File: src/rtl/blast_scan_ctrl.sv
// Flame propagation sequencer: arbitrates two bomb requesters, walks the four
// directions from the bomb centre against the wall map and streams flame tiles.
module blast_scan_ctrl #(
  parameter int MAP_DIM = 12,
  parameter int COORD_W = 4,
  parameter int RANGE_W = 3
) (
  input  logic                         Clk,
  input  logic                         Reset_n,
  input  logic [MAP_DIM*MAP_DIM-1:0]   Wall_Map_In,
  input  logic [1:0]                   Req,
  input  logic [COORD_W-1:0]           Req_Row0,
  input  logic [COORD_W-1:0]           Req_Col0,
  input  logic [RANGE_W-1:0]           Req_Range0,
  input  logic [COORD_W-1:0]           Req_Row1,
  input  logic [COORD_W-1:0]           Req_Col1,
  input  logic [RANGE_W-1:0]           Req_Range1,
  output logic [1:0]                   Grant,
  output logic                         Busy,
  output logic                         Flame_Valid,
  input  logic                         Flame_Ready,
  output logic [COORD_W-1:0]           Flame_Row,
  output logic [COORD_W-1:0]           Flame_Col,
  output logic                         Done
);

  localparam int IDX_W = $clog2(MAP_DIM*MAP_DIM);
  localparam logic signed [COORD_W:0] MAX_C     = (COORD_W+1)'(MAP_DIM-1);
  localparam logic [RANGE_W:0]        STEP_ONE  = (RANGE_W+1)'(1);
  localparam logic [IDX_W-1:0]        LAST_BIT  = IDX_W'(MAP_DIM*MAP_DIM-1);

  typedef enum logic [1:0] {S_IDLE, S_CENTER, S_SCAN, S_DONE} state_t;
  typedef enum logic [1:0] {D_UP, D_DOWN, D_LEFT, D_RIGHT} dir_t;

  state_t               r_state;
  dir_t                 r_dir;
  logic [RANGE_W:0]     r_step;
  logic                 r_prio;
  logic [COORD_W-1:0]   r_row;
  logic [COORD_W-1:0]   r_col;
  logic [RANGE_W-1:0]   r_range;

  logic                      w_win1;
  logic [COORD_W-1:0]        w_win_row;
  logic [COORD_W-1:0]        w_win_col;
  logic [RANGE_W-1:0]        w_win_range;
  logic signed [COORD_W:0]   w_step_s;
  logic signed [COORD_W:0]   w_row_s;
  logic signed [COORD_W:0]   w_col_s;
  logic signed [COORD_W:0]   w_cand_row;
  logic signed [COORD_W:0]   w_cand_col;
  logic                      w_on_map;
  logic [IDX_W-1:0]          w_lin;
  logic                      w_wall;
  logic                      w_end;

  // r_prio = 1 means requester 1 wins a tie
  assign w_win1      = Req[1] & (~Req[0] | r_prio);
  assign w_win_row   = w_win1 ? Req_Row1   : Req_Row0;
  assign w_win_col   = w_win1 ? Req_Col1   : Req_Col0;
  assign w_win_range = w_win1 ? Req_Range1 : Req_Range0;

  assign w_step_s = signed'((COORD_W+1)'(r_step));
  assign w_row_s  = signed'({1'b0, r_row});
  assign w_col_s  = signed'({1'b0, r_col});

  always_comb begin
    w_cand_row = w_row_s;
    w_cand_col = w_col_s;
    case (r_dir)
      D_UP:    w_cand_row = w_row_s - w_step_s;
      D_DOWN:  w_cand_row = w_row_s + w_step_s;
      D_LEFT:  w_cand_col = w_col_s - w_step_s;
      default: w_cand_col = w_col_s + w_step_s;
    endcase
  end

  // The sign bit catches both negative candidates and any overflow past the top
  assign w_on_map = ~w_cand_row[COORD_W] && (w_cand_row <= MAX_C) &&
                    ~w_cand_col[COORD_W] && (w_cand_col <= MAX_C);
  assign w_lin    = w_on_map ? (IDX_W'(w_cand_row[COORD_W-1:0]) * IDX_W'(MAP_DIM) +
                                IDX_W'(w_cand_col[COORD_W-1:0])) : '0;
  assign w_wall   = w_on_map & Wall_Map_In[LAST_BIT - w_lin];
  assign w_end    = (r_step > {1'b0, r_range}) | ~w_on_map | w_wall;

  always_ff @(posedge Clk) begin
    if (r_state == S_IDLE && |Req) begin
      r_row   <= w_win_row;
      r_col   <= w_win_col;
      r_range <= w_win_range;
    end
  end

  always_ff @(posedge Clk or negedge Reset_n) begin
    if (!Reset_n) begin
      r_state     <= S_IDLE;
      r_dir       <= D_UP;
      r_step      <= STEP_ONE;
      r_prio      <= 1'b0;
      Grant       <= 2'b00;
      Busy        <= 1'b0;
      Flame_Valid <= 1'b0;
      Flame_Row   <= '0;
      Flame_Col   <= '0;
      Done        <= 1'b0;
    end else begin
      Grant <= 2'b00;
      Done  <= 1'b0;
      case (r_state)
        S_IDLE: begin
          if (|Req) begin
            Grant       <= w_win1 ? 2'b10 : 2'b01;
            r_prio      <= ~w_win1;
            Busy        <= 1'b1;
            Flame_Valid <= 1'b1;
            Flame_Row   <= w_win_row;
            Flame_Col   <= w_win_col;
            r_state     <= S_CENTER;
          end
        end
        S_CENTER: begin
          if (Flame_Ready) begin
            Flame_Valid <= 1'b0;
            r_dir       <= D_UP;
            r_step      <= STEP_ONE;
            r_state     <= S_SCAN;
          end
        end
        S_SCAN: begin
          if (Flame_Valid) begin
            if (Flame_Ready) begin
              Flame_Valid <= 1'b0;
              r_step      <= r_step + STEP_ONE;
            end
          end else if (w_end) begin
            r_step <= STEP_ONE;
            if (r_dir == D_RIGHT) begin
              Done    <= 1'b1;
              r_state <= S_DONE;
            end else begin
              r_dir <= dir_t'(r_dir + 2'd1);
            end
          end else begin
            Flame_Valid <= 1'b1;
            Flame_Row   <= w_cand_row[COORD_W-1:0];
            Flame_Col   <= w_cand_col[COORD_W-1:0];
          end
        end
        S_DONE: begin
          Busy    <= 1'b0;
          r_state <= S_IDLE;
        end
        default: r_state <= S_IDLE;
      endcase
    end
  end

endmodule
File: config.mk
export PLATFORM = sky130hd
export DESIGN_NAME = blast_scan_ctrl
export DESIGN_NICKNAME = d
export VERILOG_FILES = /design/src/rtl/blast_scan_ctrl.sv
export SDC_FILE = /design/constraint.sdc
export NUM_CORES = 1
export LEC_CHECK = 0
export ABC_AREA = 1
export CELL_PAD_IN_SITES_DETAIL_PLACEMENT = 0
export CELL_PAD_IN_SITES_GLOBAL_PLACEMENT = 1
export CORE_MARGIN = 8
export CORE_UTILIZATION = 27
export DETAILED_ROUTE_END_ITERATION = 7
export PLACE_DENSITY_LB_ADDON = 0.1
export SYNTH_ARGS = -nofsm -noshare
export SYNTH_HDL_FRONTEND = slang
export SYNTH_SLANG_ARGS = --single-unit
File: constraint.sdc
create_clock -name Clk -period 4.35 [get_ports Clk]
set_input_delay 0.87 -clock Clk [delete_from_list [all_inputs] [get_ports Clk]]
set_output_delay 0.87 -clock Clk [all_outputs]
set_load 0.01 [all_outputs]
---- Yosys cells after proc, flatten, opt, wreduce, memory -nomap -nowiden ----
Cells that the tools add are included.
storage, ports and cells
  input port bits ......................... 171
  logic and storage cells ................. 116
  register bits ........................... 33
  output and inout port bits .............. 13
operators by class
  mux-type cells .......................... 46
  bitwise gates (word level) .............. 10
  order comparisons ....................... 4
  reduce and logical (&&, ||, !) cells .... 19
  eq/ne operators ......................... 15
  multiply operators ...................... 1
  add/subtract/negate cells ............... 8
operators by type and width
  cell                 count
  $mux 4               12
  $mux 2               12
  $pmux 4 s2           3
  $pmux 5 s2           2
  $ne 2x2->1 const B   6
  $add 4x4->5          2
  $le 5x5->1 const B   2
  $mux 1               10
  $reduce_and 5->1     2
  $sub 4x4->5          2
  $lt 8x9->1 const B   1
  $add 8x4->8          1
  $bmux 1 s8           1
  $eq 2x2->1 const B   4
  $mux 8               1
  $pmux 2 s4           1
  $reduce_and 4->1     2
  $sub 8x8->8 const A  1
  $mul 4x2->6 const B  1
  $ne 3x3->1 const B   2
  $reduce_bool 2->1    3
  $not 1->1            5
  $add 4x1->4 const B  1
  $eq 2x1->1 const B   2
  other kinds (15)     24

---- Longest topological paths before layout ----
Gate-level depths: netlist (run 1).
  word-level depth ........................ 15
  depth in mapped cells ................... 38
  mapped depth without buffers ............ 36

---- Least setup slack after synthesis (run 1) ----
Ideal clock, no wire load.
  path type ............................... reg-to-reg
  start point ............................. reg r_step[0]
  end point ............................... reg Flame_Col[2]
  data required time ...................... 4228 ps
  stages on the path, launching flop included .. 27
  data arrival time ....................... 4479 ps
  library setup time ...................... 122 ps
  slack ................................... -250 ps
  path buffers ............................ 1
  clock period less this slack ............ 4600 ps
  path through ............................ dfstp_2 -> inv_1 -> ha_1 -> inv_1 -> o21ai_0 -> fa_1 -> inv_1 -> o21ai_0 -> ha_1 -> inv_1 -> fa_1 -> nor2_1 -> nor3_2 -> inv_2 -> ha_1 -> nor2_1 -> a21boi_1 -> nor2_1 -> nand2_1 -> nand3_1 -> nand2_2 -> nand2_1 -> nand2_1 -> nand2_2 -> buf_6 -> nand2_1 -> o21ai_2
on the way
  word-level cells in the longest chain between the ends .. 14
  elaborated cells on any way between the ends .. 29
  those cells by class .................... add/sub: 6; mul: 1; order compare: 3; eq/ne: 1; mux: 8; bitwise: 6; reduce/logical: 4
RTL lines
  item                                                  line  text
  start: declaration                                    37    logic [RANGE_W:0] r_step;
  start signal: assignment                              133   r_step <= r_step + STEP_ONE;
  branches (longest 14 deep; another with $add 8x4->8)  n/a
  end signal: assignment                                117   Flame_Col <= w_win_col;
  end signal: assignment                                146   Flame_Col <= w_cand_col[COORD_W-1:0];
  end: declaration                                      23    output logic [COORD_W-1:0] Flame_Col,
Several ways; the timed one is not identified. The select of a mux whose other input is x is not followed.
A chain may end at the register's enable or synchronous reset.

---- Worst setup path in the final report (run 1) ----
  start point ............................. reg r_step[0]
  end point ............................... reg Flame_Col[3]
The elaborated chain is that of the path after synthesis.

==> results of run 1 <==
==> kinds of logic after synthesis <==
kind of cell               count (synthesis)  share of synthesized area [%]
AOI/OAI and AO/OA                         51                           6.47
xor gates and xnor gates                   8                           1.60
adders and majority gates                 34                           10.4
buffers and inverters                    103                           10.9
DFF                                       33                           20.1
muxes                                     15                           3.73
and+or+nand+nor                          445                           46.8
==> state kept, by name, summed over array words and instances (netlist names), 2 cells and up <==
signal and count:
r_range 3, r_step 4, Flame_Col 4, r_state 2, r_dir 2, Flame_Row 4
r_col 4, r_row 4, Grant 2
==> synth_stat cells, types with 2 or more instances <==
cell | instances | area [sq um]
mux2i_1 | 4 | 40.0
or2_2 | 3 | 18.8
nor2_1 | 36 | 135
xnor2_1 | 5 | 43.8
clkinv_1 | 2 | 7.51
o21ai_2 | 5 | 43.8
mux2_2 | 11 | 124
buf_2 | 13 | 65.1
inv_2 | 6 | 22.5
xor2_1 | 3 | 26.3
a21oi_1 | 12 | 60.1
nand3_4 | 2 | 35.0
a31oi_1 | 2 | 12.5
fa_1 | 4 | 80.1
edfxtp_1 | 11 | 330
nor4_1 | 2 | 12.5
nand2_1 | 213 | 800
inv_1 | 58 | 218
ha_1 | 30 | 375
nand3b_1 | 2 | 15.0
o21ai_1 | 5 | 25.0
buf_1 | 3 | 11.3
nor3_1 | 4 | 20.0
nand2_2 | 6 | 37.5
o21ai_0 | 24 | 120
dfrtp_1 | 21 | 526
nand4_1 | 33 | 206
nor2_8 | 2 | 40.0
clkbuf_1 | 9 | 33.8
buf_4 | 2 | 15.0
buf_6 | 9 | 101
nand3_1 | 136 | 681
==> metrics by stage <==
step           TNS, ps  instances
2_1_floorplan        0        689
3_3_place_gp     -1110       1107
3_5_place_dp     -2630       1107
4_1_cts              0       1120
5_1_grt          -3120       1132
6_report             0       1133
==> area by class of cell <==
type                    count  area (sq um)  area share [%]
inverters                  67           272            3.61
repair buffers            255          2520            33.5
diodes                      1          2.50          0.0333
clock buffers               7           143            1.90
well taps                 216           270            3.60
flip-flops and latches     33           882            11.7
clock inverters             1          30.0           0.400
multi-input cells         553          3400            45.2
==> final timing paths <==
kind                       slack [ps]      endpoint
max                                80  Flame_Col[3]
min                               490  Flame_Col[1]
max reg2reg                        80  Flame_Col[3]
min reg2reg                       490  Flame_Col[1]
max in group asynchronous        2490  Flame_Row[2]
min in group asynchronous        1180        r_prio
==> layer usage <==
metal | wire [microns] | up-vias | GRT usage [%]
met5 | 0 | - | 0
met2 | 9150 | 158 | 28.9
met1 | 8090 | 2518 | 22.4
met3 | 1310 | 8 | 4.25
li1 | - | 2759 | -
met4 | 108 | 0 | 2.71
==> timing repair <==
item | 4_1_cts | 5_1_grt
pin swaps | 11 | 23
setup endpoints to repair | 17 | 18
resized for setup | 39 | 60
buffers inserted | 4 | 12
cloned | 1 | 0
==> worst max-delay path, delay by kind of cell (launching register included) <==
family / cells / cell delay (ps)
buffers and inverters: 6 / 470
adders and majority gates: 5 / 1640
AOI/OAI and AO/OA: 5 / 580
DFF: 1 / 540
and+or+nand+nor: 11 / 930
==> metrics.md, run 1 <==
| Metric | Value |
|---|---|
| Status | `finished clean` |
| Most common cell after layout, fill and taps aside | `nand2_1` |
| Critical Path Slowest Stage Cell | `dfstp_2` |
| DP Worst Slack | `-182 ps` |
| Final worst slack | `approximately 76 ps` |
| Critical path data arrival time | `4430 ps` |
| Largest net degree at the start of global routing | `approximately 50` |
| Post-DP HPWL | `14700 microns` |
| Vias in the first global route | `between 5000 and 6000` |
| Synthesized flop and latch total | `33` |
| Worst setup startpoint | `r_step[0]` |
| Setup Viol. Count Final | `0` |
| TritonCTS clock tree | `done` |
| WHS | `between 400 and 500 ps` |
| Cts hold-fix bufs | `0` |
| Mapped Cells | `just under 700` |
| CP Data Required Time | `approximately 4500 ps` |
| Clock sinks | `33` |
| Max incr delay on CP | `approximately 540 ps` |
| Hold Path Class | `reg2reg` |
| Layout cell share with drive strength beyond 1 | `between 20% and 30%` |
| Core Util, Final | `47.3%` |
| Crit start category | `flop` |
| DP Area | `about 6800 sq um` |
| First-pass DRT Iterations | `4` |
| First-pass GRT wire length | `around 28000 microns` |
| Post-synthesis sequential area ratio | `about 20%` |
| Core area | `15900 sq um` |
| Synth Flop Type | `dfrtp_1` |
| Syn Area/Cell | `about 6.4 sq um` |
| I/O Pins | `~180` |
| Synth Warn # | `0` |
| TritonCTS Buffers | `5` |
| DR iter-0 viols | `328` |
| Async SR Flop Fraction | `between 60% and 70%` |
| FF-to-FF Start | `r_step[0]` |
| Reg2reg path depth | `27` |
| GP Congestion | `~0.87` |
| Unique masters post-synth | `43` |
| Starting Density | `roughly 28%` |
| # H-tree levels | `2` |
| Fin crit period | `4270 ps` |
| Critical Path End Type | `flop` |
| Clock Path Buffers | `2` |
| Final wirelength | `roughly 19000 microns` |
| Hold Violations, Final | `0` |
| Root Driver | `clkbuf_16` |
| Reg clk slew, reported paths | `50 ps` |
| Syn_nets | `894` |
| Die H | `144 microns` |
| Crit path kind | `reg2reg` |
| RSZ-0062 raised after global routing | `true` |
| Standard-cell rows | `46` |
| Max-cap violations | `0` |
| Max-slew violation count | `0` |
| Worst relative slew slack | `approximately 26%` |
| Worst Max-Slew Pin Slew | `between 1000 and 1500 ps` |
| Area of the mapped netlist | `around 4400 sq um` |
| Antenna violations before repair | `0` |
| # port buffers | `around 180` |
| Vias | `~5400` |
| Hold path depth | `2` |
| Die area | `approximately 20000 sq um` |
| Crit share post-route | `a little over nine tenths` |
| Detailed-route DRC error count | `0` |
| Layout net count | `1120` |
| Number of vias per cell | `4.80` |
| HP Start | `Flame_Col[1]` |
| Grt ovf | `0` |
| Most common cell on crit path | `nand2_2` |
| Area Growth Syn to Fin | `71.2%` |
| Max Fclk | `roughly 230 MHz` |
| Avg WL per Cell | `~16 microns` |
| Number of routed nets with antenna violations | `0` |
| Fin area | `about 7500 sq um` |
| # fillers | `roughly 1600` |
| Number of flops mapped to enable cells by yosys | `11` |
| Most frequent cells in the layout | `nand2_1 (197), clkdlybuf4s50_1 (183), nand3_1 (121)` |
| Worst skew pair latency | `280 ps` |
| Die W | `about 140 microns` |
| Gr usage total | `17.3%` |
| Crit path max fanout | `6` |
| Worst Skew | `approximately 6 ps` |
Power of run 1 is left out: the tool's default activity adds up to more than one toggle a clock period on the data nets, which glitch-free logic cannot reach.
==> run 2, diff against run 1 <==
CAP_MARGIN = 15   (was not set)
REMOVE_ABC_BUFFERS = 1   (was not set)
==> run 2 against run 1 <==
  * Design area rose by 7.9%
  * Clock skew decreased by 1.2 ps
  * Cell count rose by 2.4%
  * Via count increased by 2.6%
  * Non-clock buffer count up 27
  * Hold slack worse by 2.2 ps
==> metrics.md, run 2 (synthesis results as in run 1) <==
| Metric | Value |
|---|---|
| Die W | `roughly 140 microns` |
| Antenna violations before repair | `0` |
| Layout net count | `around 1100` |
| Worst relative slew slack | `between 30% and 40%` |
| Most frequent cells in the layout | `nand2_1 (192), clkdlybuf4s50_1 (183), nand3_1 (103)` |
| Core Util, Final | `slightly above 50%` |
| Hold Violations, Final | `0` |
| Starting Density | `27.6%` |
| Core area | `about 16000 sq um` |
| Post-DP HPWL | `between 10000 and 15000 microns` |
| Critical Path End Type | `flop` |
| Number of routed nets with antenna violations | `0` |
| Vias | `roughly 5600` |
| Clock sinks | `33` |
| Max Fclk | `around 230 MHz` |
| Crit path max fanout | `4` |
| Max-slew violation count | `0` |
| GP Congestion | `0.873` |
| Crit start category | `flop` |
| First-pass GRT wire length | `28700 microns` |
| Grt ovf | `0` |
| Die H | `144 microns` |
| Largest net degree at the start of global routing | `49` |
| Clock Path Buffers | `2` |
| Worst skew pair latency | `~280 ps` |
| Max incr delay on CP | `about 570 ps` |
| Gr usage total | `between 10% and 20%` |
| Number of vias per cell | `between 4 and 5` |
| Setup Viol. Count Final | `0` |
| Reg clk slew, reported paths | `roughly 50 ps` |
| Worst Max-Slew Pin Slew | `slightly above 1000 ps` |
| Most common cell on crit path | `inv_2` |
| Ant. Diodes | `0` |
| CP Data Required Time | `about 4500 ps` |
| Max-cap violations | `0` |
| Crit path kind | `reg2reg` |
| Status | `finished clean` |
| Die area | `between 20000 and 25000 sq um` |
| Avg WL per Cell | `between 15 and 20 microns` |
| Standard-cell rows | `46` |
| Area Growth Syn to Fin | `84.7%` |
| Cts hold-fix bufs | `0` |
| DR iter-0 viols | `between 200 and 300` |
| Critical Path Slowest Stage Cell | `fa_2` |
| TritonCTS clock tree | `done` |
| TritonCTS Buffers | `5` |
| Crit share post-route | `99.7%` |
| # port buffers | `around 180` |
| # H-tree levels | `2` |
| Final wirelength | `~19000 microns` |
| RSZ-0062 raised after global routing | `true` |
| I/O Pins | `approximately 180` |
| Detailed-route DRC error count | `0` |
| Worst Skew | `roughly 4.9 ps` |
| Hold Path Class | `reg2reg` |
| Fin crit period | `between 4000 and 5000 ps` |
| First-pass DRT Iterations | `5` |
| Layout cell share with drive strength beyond 1 | `27.4%` |
| WHS | `roughly 480 ps` |
| Root Driver | `clkbuf_16` |
| Vias in the first global route | `5635` |
| Critical path data arrival time | `~4500 ps` |
| Most common cell after layout, fill and taps aside | `nand2_1` |
==> run 2: final timing paths <==
check                             start            to  depth (start not counted)  slack (ps)
setup / recovery              r_step[0]     r_step[2]                         28          10
hold / removal             Flame_Col[2]  Flame_Col[2]                          2         480
setup reg to reg              r_step[0]     r_step[2]                         28          10
hold reg to reg            Flame_Col[2]  Flame_Col[2]                          2         480
max in group asynchronous       Reset_n  Flame_Row[0]                          2        2930
min in group asynchronous       Reset_n    r_state[1]                          1         940
==> run 2: final cells by class <==
type	count	area (sq um)
fillers	1554	7780
multi-input cells	554	3700
repair buffers	282	2850
flip-flops and latches	33	882
inverters	67	272
well taps	216	270
clock buffers	6	129
clock inverters	2	10.0
==> run 2: repair_timing <==
action                                  4_1_cts  5_1_grt
gates cloned                                  3        2
hold endpoints to repair                      0        0
endpoints found under the setup margin       18       18
setup buffers                                10       10
pin swaps                                    26       69
gates resized for setup                      68      114
==> run 2: metrics by stage <==
step / instances / area [sq um] / setup WS (ps) / setup TNS, ps
6_report: 1160 / 8110 / 14.4 / 0
5_1_grt: 1160 / 8110 / -242 / -3420
4_1_cts: 1148 / 7510 / 6.25 / 0
3_5_place_dp: 1127 / 6940 / -479 / -7080
3_3_place_gp: 1127 / 6940 / -357 / -5070
2_1_floorplan: 653 / 4160 / -977 / -14060
==> run 2: layer usage <==
| metal | global-route usage, % | wire, microns | up-vias | part of all wire [%] |
|---|---|---|---|---|
| met4 | 3.54 | 201 | 0 | 1.1 |
| met1 | 20.7 | 7860 | 2582 | 42 |
| met5 | 0 | 0 | - | 0 |
| met2 | 31.8 | 9380 | 174 | 50 |
| met3 | 2.52 | 1420 | 14 | 7.5 |
| li1 | - | - | 2812 | - |
==> run 2: worst max-delay path, delay by kind of cell (launching register included) <==
family | cells | cell delay [ps]
buffers and inverters | 9 | 710
flip-flops | 1 | 540
AO/OA/AOI/OAI | 2 | 220
adder cells (fa/ha/maj) | 5 | 1800
AND/OR/NAND/NOR | 12 | 950
Power of run 2 is left out for the same reason.
==> run 3, diff against run 2 <==
CORE_MARGIN = 4   (was 8)
==> run 3 against run 2 <==
  * The run now ends with negative setup slack left
  * Via count fell by 1.0%
  * Design area fell by 3.6%
  * Clock-buffer cell count rose by 2
  * Non-clock buffer count fell by 7
  * Setup slack got worse by 19 ps
  * Register-to-register slack got worse by 20 ps
  * Sequential cell count did not move
  * Wire length fell by 4.3%
  * Critical endpoint is now Flame_Col[3]
  * Largest cell class unchanged
==> metrics.md, run 3 (synthesis results as in run 1) <==
| Metric | Value |
|---|---|
| Number of routed nets with antenna violations | `0` |
| Die W | `136 microns` |
| Most frequent cells in the layout | `nand2_1 (201), clkdlybuf4s50_1 (183), nand3_1 (114)` |
| RSZ-0062 raised after global routing | `true` |
| First-pass GRT wire length | `28100 microns` |
| Layout net count | `around 1100` |
| CP Data Required Time | `approximately 4500 ps` |
| Starting Density | `approximately 28%` |
| Setup Viol. Count Final | `1` |
| Crit start category | `flop` |
| Clock Path Buffers | `2` |
| Hold Violations, Final | `0` |
| Die area | `~18000 sq um` |
| Final worst slack | `-4.83 ps` |
| Setup TNS | `-4.83 ps` |
| Hold Path Class | `reg2reg` |
| Number of vias per cell | `about 4.8` |
| Crit path kind | `reg2reg` |
| Most common cell on crit path | `inv_2` |
| Max incr delay on CP | `approximately 560 ps` |
| Most common cell after layout, fill and taps aside | `nand2_1` |
| Worst Path Buf+Inv | `8` |
| Crit-path leading delay family | `adder cells` |
| Register area | `a little under 900 sq um` |
| Status | `complete, but fails checks` |
| Failing checks | `negative setup slack` |
| # port buffers | `approximately 180` |
| # H-tree levels | `2` |
| Vias | `~5500` |
| Root Driver | `clkbuf_16` |
| DP Area | `about 7000 sq um` |
| Worst skew pair latency | `280 ps` |
| Antenna violations before repair | `0` |
| Routed wl met3 | `between 1000 and 1500 microns` |
| WL met1 | `7720 microns` |
| Fin crit period | `4350 ps` |
| Cts hold-fix bufs | `0` |
| Max Fclk | `between 200 and 250 MHz` |
| Critical path data arrival time | `4510 ps` |
| Core area | `15900 sq um` |
| Ant. Diodes | `0` |
| DR WL met2 | `9070 microns` |
| # fillers | `approximately 1600` |
| Post-DP HPWL | `13600 microns` |
| Final wirelength | `approximately 18000 microns` |
| Fin area | `approximately 7800 sq um` |
| Clock sinks | `33` |
| DR iter-0 viols | `around 240` |
| Worst Max-Slew Pin Slew | `about 1000 ps` |
| Max-cap violations | `0` |
| Area of the multi-input gates | `3350 sq um` |
| Detailed-route DRC error count | `0` |
| GP Congestion | `roughly 0.83` |
| TritonCTS Buffers | `5` |
| Gr usage total | `18.8%` |
| Area Growth Syn to Fin | `78.1%` |
| Layout cell share with drive strength beyond 1 | `between 20% and 30%` |
| Crit share post-route | `100%` |
| Reg2reg setup slack | `-5 ps` |
| Crit path max fanout | `6` |
| Max-slew violation count | `0` |
| Avg WL per Cell | `about 16 microns` |
| Critical Path End Type | `flop` |
| Highest metal used | `met4` |
| Largest net degree at the start of global routing | `30` |
| Reg clk slew, reported paths | `50 ps` |
| TritonCTS clock tree | `done` |
| First-pass DRT Iterations | `5` |
| Standard-cell rows | `46` |
| Grt ovf | `0` |
| Worst Skew | `4.81 ps` |
| I/O Pins | `approximately 180` |
| Die H | `136 microns` |
| Vias in the first global route | `5487` |
| Critical Path Slowest Stage Cell | `fa_2` |
| Worst relative slew slack | `30.2%` |
==> run 3: cell count changes in the layout (fill, tap and decap cells not counted), sizes merged <==
cell,previous run,this run
nand2,220,219
buf,97,90
clkbuf,8,10
clkinv,3,1
==> run 3: final cells by class <==
class,instances,share of cell area [%]
timing repair buffer,275,37.0
multi-input combinational,553,42.9
sequential,33,11.3
tap,216,3.46
clock buffer,8,1.87
inverter,67,3.47
==> run 3: final timing paths <==
path	cells after the start	from	to
worst max-delay path	27	r_step[0]	Flame_Col[3]
worst min-delay path	2	Flame_Row[1]	Flame_Row[1]
worst max register to register	27	r_step[0]	Flame_Col[3]
worst min register to register	2	Flame_Row[1]	Flame_Row[1]
max in group asynchronous	1	Reset_n	Flame_Col[2]
min in group asynchronous	1	Reset_n	r_prio
==> run 3: repair_timing <==
item                                    in CTS  in global routing
cloned                                       5                  2
pin swaps                                   25                 42
endpoints found under the setup margin      18                 18
resized for setup                           57                 63
setup buffers                               11                  7
==> run 3: tightest hold or removal path, stage by stage (launching register included) <==
cell and delay, ps:
dfrtp_1 340, nand2_1 50, nand2_1 50
==> run 3: layer usage <==
| metal | global-route usage (%) | up-vias |
|---|---|---|
| met3 | 3.27 | 12 |
| met2 | 34.5 | 159 |
| li1 | - | 2796 |
| met4 | 3.36 | 0 |
| met5 | 0 | - |
| met1 | 23.0 | 2559 |
==> run 3: metrics by stage <==
stage / utilization (%) / instances / hold slack [ps] / worst slack (ps)
3_3_place_gp: 43.5 / 1119 / 477 / -342
3_5_place_dp: 43.5 / 1119 / 471 / -495
5_1_grt: 49.2 / 1152 / 496 / -223
6_report: 49.2 / 1152 / 480 / -4.83
2_1_floorplan: - / 653 / 469 / -977
4_1_cts: 47.1 / 1143 / 492 / 7.40
Power of run 3 is left out for the same reason.
